File: src/rtl/nl_engine_if.sv
// Valid/ready element stream used on both sides of the nonlinearity engine.
interface nl_engine_if #(
    parameter int DW = 16
);
    logic [DW-1:0] data;
    logic          valid;
    logic          ready;

    modport master (output data, output valid, input ready);
    modport slave  (input data, input valid, output ready);
endinterface

File: src/rtl/nl_engine.sv
// Streaming elementwise nonlinearity (bypass/ReLU/leaky/clip) with run control
// driven by the NL register block and status returned to it.
module nl_engine #(
    parameter int DW         = 16,
    parameter int FRAC       = 8,
    parameter int LEAK_SHIFT = 3
) (
    input  logic        clk,
    input  logic        rst,
    input  logic        start,
    input  logic [15:0] data_wid,
    input  logic [15:0] data_hei,
    input  logic [15:0] data_ch,
    input  logic [15:0] nl_type,
    input  logic [15:0] input_data_format,
    nl_engine_if.slave  in_s,
    nl_engine_if.master out_m,
    output logic [15:0] output_wid,
    output logic [15:0] output_hei,
    output logic [15:0] output_ch,
    output logic [15:0] output_data_length,
    output logic        busy,
    output logic        done
);
    localparam logic [DW-1:0] CLIP_MAX = DW'(6 << FRAC);

    typedef enum logic [1:0] {IDLE, RUN, DRAIN, DONE} state_t;

    state_t              state;
    logic [47:0]         total;
    logic [47:0]         in_cnt;
    logic [47:0]         req_total;
    logic [1:0]          mode;
    logic                unsgn;
    logic [DW-1:0]       data_p1;
    logic                vld_p1;
    logic                in_ready;
    logic                in_fire;
    logic                out_fire;
    logic                unused_cfg;

    function automatic logic [DW-1:0] nl_apply(input logic [DW-1:0] x,
                                               input logic [1:0]    sel,
                                               input logic          uns);
        logic signed [DW-1:0] xs;
        logic [DW-1:0]        y;
        xs = $signed(x);
        y  = x;
        if (uns) begin
            if (sel == 2'd3 && x > CLIP_MAX) y = CLIP_MAX;
        end else begin
            case (sel)
                2'd1:    if (xs < 0) y = '0;
                2'd2:    if (xs < 0) y = xs >>> LEAK_SHIFT;
                2'd3:    if (xs < 0) y = '0; else if (x > CLIP_MAX) y = CLIP_MAX;
                default: y = x;
            endcase
        end
        return y;
    endfunction

    assign unused_cfg = ^{nl_type[15:2], input_data_format[15:1]};
    assign req_total  = 48'(data_wid) * 48'(data_hei) * 48'(data_ch);

    // Single output register: an input may land whenever it is empty or draining.
    assign in_ready   = (state == RUN) && (!vld_p1 || out_m.ready);
    assign in_fire    = in_s.valid && in_ready;
    assign out_fire   = vld_p1 && out_m.ready;
    assign in_s.ready = in_ready;
    assign out_m.data = data_p1;
    assign out_m.valid = vld_p1;
    assign busy       = (state == RUN) || (state == DRAIN);

    always_ff @(posedge clk or negedge rst) begin
        if (!rst) begin
            state              <= IDLE;
            total              <= '0;
            in_cnt             <= '0;
            mode               <= '0;
            unsgn              <= 1'b0;
            data_p1            <= '0;
            vld_p1             <= 1'b0;
            output_wid         <= '0;
            output_hei         <= '0;
            output_ch          <= '0;
            output_data_length <= '0;
            done               <= 1'b0;
        end else begin
            done <= 1'b0;
            // Stage p1: result register, loaded one cycle after the input fires.
            if (out_fire && !in_fire) vld_p1 <= 1'b0;
            if (in_fire) begin
                data_p1 <= nl_apply(in_s.data, mode, unsgn);
                vld_p1  <= 1'b1;
            end
            if (out_fire && output_data_length != 16'hFFFF)
                output_data_length <= output_data_length + 16'd1;

            case (state)
                IDLE: begin
                    if (start) begin
                        output_wid         <= data_wid;
                        output_hei         <= data_hei;
                        output_ch          <= data_ch;
                        mode               <= nl_type[1:0];
                        unsgn              <= input_data_format[0];
                        total              <= req_total;
                        in_cnt             <= '0;
                        output_data_length <= '0;
                        state              <= (req_total == 48'd0) ? DONE : RUN;
                    end
                end
                RUN: begin
                    if (in_fire) begin
                        in_cnt <= in_cnt + 48'd1;
                        if (in_cnt + 48'd1 == total) state <= DRAIN;
                    end
                end
                DRAIN: begin
                    if (!vld_p1 || out_fire) state <= DONE;
                end
                DONE: begin
                    done  <= 1'b1;
                    state <= IDLE;
                end
                default: state <= IDLE;
            endcase
        end
    end
endmodule

File: src/flat_wrapper.sv
// flat-port wrapper written by rule: the top's interface ports become plain ports
module nl_engine_flat 
#(
    parameter int DW         = 16,
    parameter int FRAC       = 8,
    parameter int LEAK_SHIFT = 3
)
  (clk, rst, start, data_wid, data_hei, data_ch, nl_type, input_data_format, output_wid, output_hei, output_ch, output_data_length, busy, done, in_s_data, in_s_valid, in_s_ready, out_m_data, out_m_valid, out_m_ready);
  nl_engine_if #(.DW(DW)) in_s_i ();
  nl_engine_if #(.DW(DW)) out_m_i ();
  input  logic clk;
  input  logic rst;
  input  logic start;
  input  logic [15:0] data_wid;
  input  logic [15:0] data_hei;
  input  logic [15:0] data_ch;
  input  logic [15:0] nl_type;
  input  logic [15:0] input_data_format;
  output logic [15:0] output_wid;
  output logic [15:0] output_hei;
  output logic [15:0] output_ch;
  output logic [15:0] output_data_length;
  output logic busy;
  output logic done;
  input wire logic [$bits(in_s_i.data)-1:0] in_s_data;
  input wire logic [$bits(in_s_i.valid)-1:0] in_s_valid;
  output wire logic [$bits(in_s_i.ready)-1:0] in_s_ready;
  output wire logic [$bits(out_m_i.data)-1:0] out_m_data;
  output wire logic [$bits(out_m_i.valid)-1:0] out_m_valid;
  input wire logic [$bits(out_m_i.ready)-1:0] out_m_ready;
  assign in_s_i.data = in_s_data;
  assign in_s_i.valid = in_s_valid;
  assign in_s_ready = in_s_i.ready;
  assign out_m_data = out_m_i.data;
  assign out_m_valid = out_m_i.valid;
  assign out_m_i.ready = out_m_ready;
  nl_engine #(.DW(DW), .FRAC(FRAC), .LEAK_SHIFT(LEAK_SHIFT)) u_core (.clk(clk), .rst(rst), .start(start), .data_wid(data_wid), .data_hei(data_hei), .data_ch(data_ch), .nl_type(nl_type), .input_data_format(input_data_format), .in_s(in_s_i), .out_m(out_m_i), .output_wid(output_wid), .output_hei(output_hei), .output_ch(output_ch), .output_data_length(output_data_length), .busy(busy), .done(done));
endmodule
File: config.mk
export PLATFORM = sky130hd
export DESIGN_NAME = nl_engine_flat
export DESIGN_NICKNAME = d
export VERILOG_FILES = /design/src/rtl/nl_engine_if.sv /design/src/rtl/nl_engine.sv /design/src/flat_wrapper.sv
export SDC_FILE = /design/constraint.sdc
export NUM_CORES = 2
export LEC_CHECK = 0
export ABC_AREA = 1
export ABC_CLOCK_PERIOD_IN_PS = 2550
export BUFFER_PORTS_ARGS = -buffer_cell sky130_fd_sc_hd__clkbuf_2
export CORE_MARGIN = 4
export CORE_UTILIZATION = 55
export DETAILED_ROUTE_END_ITERATION = 8
export MAX_ROUTING_LAYER = met4
export PLACE_DENSITY = 0.73
export SETUP_SLACK_MARGIN = 0.05
export SKIP_LAST_GASP = 1
export SYNTH_ARGS = -nofsm -noshare
export SYNTH_HDL_FRONTEND = slang
export SYNTH_SLANG_ARGS = --single-unit
File: constraint.sdc
create_clock -name clk -period 2.55 [get_ports clk]
set_input_delay 0.1275 -clock clk [delete_from_list [all_inputs] [get_ports clk]]
set_output_delay 0.1275 -clock clk [all_outputs]
set_load 0.01 [all_outputs]
==> impl_metrics.json <==
{
  "outcome": "finished with violations",
  "violations": "setup timing",
  "worstSetupStartpoint": "data_hei[4]",
  "r2r_slack_ps": -270,
  "slew_headroom_pct": 62.6,
  "rsz0062_at_grt": "true",
  "antenna_left": 0,
  "crit_arrival_ps": 10520,
  "synthDistinctLibCells": 49,
  "core-area_sq_um": 64600,
  "crit_path_max_incr_delay_ps": 560,
  "ys_warn_count": 0,
  "fmax_mhz": 98.9,
  "ys.flop_type": "dfrtp_1",
  "post-place-ws_ps": -8390,
  "fin_cells": 6519,
  "endpoint": "u_core.state[1]$_DFFE_PN0P_",
  "finalCriticalPeriod_ps": 10110,
  "dp_hpwl_mm": 98.3,
  "required_ps": 2960,
  "synthCells": 4902,
  "io_buffers": 155,
  "first_pass_iters": 6,
  "initial_utilization_pct": 55.7,
  "num_vias": 34600,
  "syn-cell-area_sq_um": 36000,
  "ys_ff_latch": 183,
  "mostFrequentLayoutCell": "nand2_1",
  "reg2reg_from": "u_core.in_cnt[1]$_DFFE_PN0P_",
  "timing.rr.end": "u_core.state[1]$_DFFE_PN0P_",
  "die_h_um": 264,
  "antenna_found_initial": 1,
  "r2r_cells": 18,
  "period_share_pct": 397,
  "dieWidth_um": 264,
  "rows": 93,
  "end_kind": "flop",
  "ios": 185,
  "path_clk_slew_ps": 70,
  "cts_buffer_depth": 2,
  "wirelength_mm": 121,
  "layout-drive-gt1-share_pct": 28.5,
  "place_area_sq_um": 43800,
  "ys_seq_area_share_pct": 12.7,
  "drc": 0,
  "place.gp.congestion": 1.04,
  "cts_tree": "done",
  "synthToLayoutAreaGrowth_pct": 32.4,
  "synth-edff-count": 0,
  "tightest_slew_ps": 562,
  "skew_ps": 16.6,
  "finalHoldViolations": 0,
  "cp_max_fo": 6,
  "gr-total-overflow": 0,
  "dp.cells": 6371,
  "hp-class": "primary input to flop",
  "grt_max_degree": 108,
  "clkSinkCount": 183,
  "globalRouteTotalUtil_pct": 36.2,
  "drtIter0Drc": 3192,
  "design.die.area_sq_um": 69600,
  "worst-setup-path-type": "primary input to flop",
  "cts-buffers-inserted": 17,
  "maxCapViolCount": 0,
  "nNetsFinal": 6593,
  "grt_pass1_vias": 35900,
  "syn_nets": 5845,
  "startpoint_type": "primary input",
  "worstSkewPairLatency_ps": 480,
  "ys_async_sr_fraction_pct": 100,
  "ctsHtreeMaxLevel": 4,
  "fill_cells": 4925,
  "cts_root_buf": "clkbuf_16",
  "setup_viol": 48,
  "layout_common_cells": "nand2_1, inv_1, buf_4",
  "fin_ws_ps": -7560,
  "via_per_inst": 5.31,
  "post_drt_wl_per_cell_um": 18.6,
  "cp_slowest_cell": "fa_2",
  "grt_pass1_wl_mm": 194,
  "cp_common_cell": "fa_1",
  "maxSlewViolCount": 0,
  "postSynthAreaPerCell_sq_um": 7.34,
  "final_area_sq_um": 47600
}
## sequential cells by signal, indices dropped and copies added (netlist names)
signal / count
u_core.output_data_length: 16
u_core.mode: 2
u_core.in_cnt: 48
u_core.output_hei: 16
u_core.done: 1
u_core.out_m.data: 16
u_core.output_wid: 16
u_core.unsgn: 1
u_core.total: 48
u_core.output_ch: 16
u_core.out_m.valid: 1
u_core.state: 2
## cells by family (layout without fill, tap and decap cells)
| logic type | Yosys count | count (layout) | synth area share [%] |
|---|---|---|---|
| simple gates | 2135 | 2135 | 24.2 |
| compound gates | 341 | 341 | 5.44 |
| buf+inv | 1347 | 2108 | 14.1 |
| flops | 183 | 183 | 12.7 |
| fa+ha+maj | 842 | 842 | 42.1 |
| other cells | 0 | 1 | 0 |
| xor+xnor | 54 | 54 | 1.43 |
## timing repair
item                                   in CTS  in global routing
gates cloned                                5                  1
resized for setup                         457                162
endpoints found under the hold margin      87                  0
pin swaps                                 172                118
setup endpoints to repair                  48                 53
hold buffers                               25                  0
setup buffers                              66                 21
## per-stage QoR
stage	utilization, %	hold WS (ps)	TNS, ps
after global routing	73.7	56.3	-312600
after global placement	67.8	168	-326780
after detailed placement	67.8	169	-331070
final	73.7	49.7	-299250
after floorplan	-	-168	-276730
after CTS	72.6	15.7	-290500
## cell usage after synthesis, types with 9 or more instances
library cell     n  area [sq um]
clkinv_1         9          33.8
fa_1           612         12300
buf_2           14          70.1
nand2_1       1372          5150
xor2_1          41           359
nor4_1           9          56.3
or2_2           80           500
dfrtp_1        183          4580
xnor2_1         10          87.6
o21ai_0        102           510
o211ai_1        10          75.1
a31oi_1         20           125
nor2_1         409          1540
nand3b_1        22           165
o21a_1           9          67.6
ha_1           230          2880
o22ai_1         48           300
a21oi_1        106           531
nand4_1         23           144
clkbuf_1       164           616
inv_1         1148          4310
nor3_1          23           115
nand3_1        171           856
## final cells by class
| class | count | area (sq um) | share of cell area, % |
|---|---|---|---|
| Clock buffer | 20 | 457 | 0.959 |
| Clock inverter | 12 | 131 | 0.276 |
| Timing Repair Buffer | 914 | 7700 | 16.2 |
| Tap cell | 855 | 1070 | 2.25 |
| Sequential cell | 183 | 4580 | 9.62 |
| Timing Repair inverter | 2 | 10.0 | 0.0210 |
| Antenna cell | 1 | 2.50 | 0.00526 |
| Inverter | 1160 | 4420 | 9.29 |
| Multi-Input combinational cell | 3372 | 29200 | 61.4 |
## layer usage
| layer | global-route usage (%) | routed length [um] | vias up |
|---|---|---|---|
| met5 | - | 0 | - |
| met4 | 11.1 | 4430 | 0 |
| met3 | 6.63 | 11300 | 292 |
| met2 | 55.8 | 54800 | 1589 |
| met1 | 49.3 | 50600 | 16800 |
| li1 | - | - | 15900 |
## critical path, delay by kind of cell
| family | cells | cell delay, ps |
|---|---|---|
| fa+ha+maj | 14 | 6650 |
| buf+inv | 13 | 1160 |
| compound gates | 3 | 500 |
| simple gates | 19 | 2040 |
## worst min path at each step
stage / from / endpoint / slack, ps / depth (start not counted)
finish: data_hei[0] / u_core.output_hei[0]$_DFFE_PN0P_ / 50 / 3
global route: data_hei[0] / u_core.output_hei[0]$_DFFE_PN0P_ / 60 / 3
CTS: data_hei[0] / u_core.output_hei[0]$_DFFE_PN0P_ / 20 / 3
detailed placement: rst / u_core.done$_DFF_PN0_ / 170 / 1
global placement: rst / u_core.done$_DFF_PN0_ / 170 / 1
floorplan: rst / u_core.done$_DFF_PN0_ / -170 / 0
Power is not shown: default switching activity piles up to over one toggle a cycle in this logic, so the estimate is an artifact.
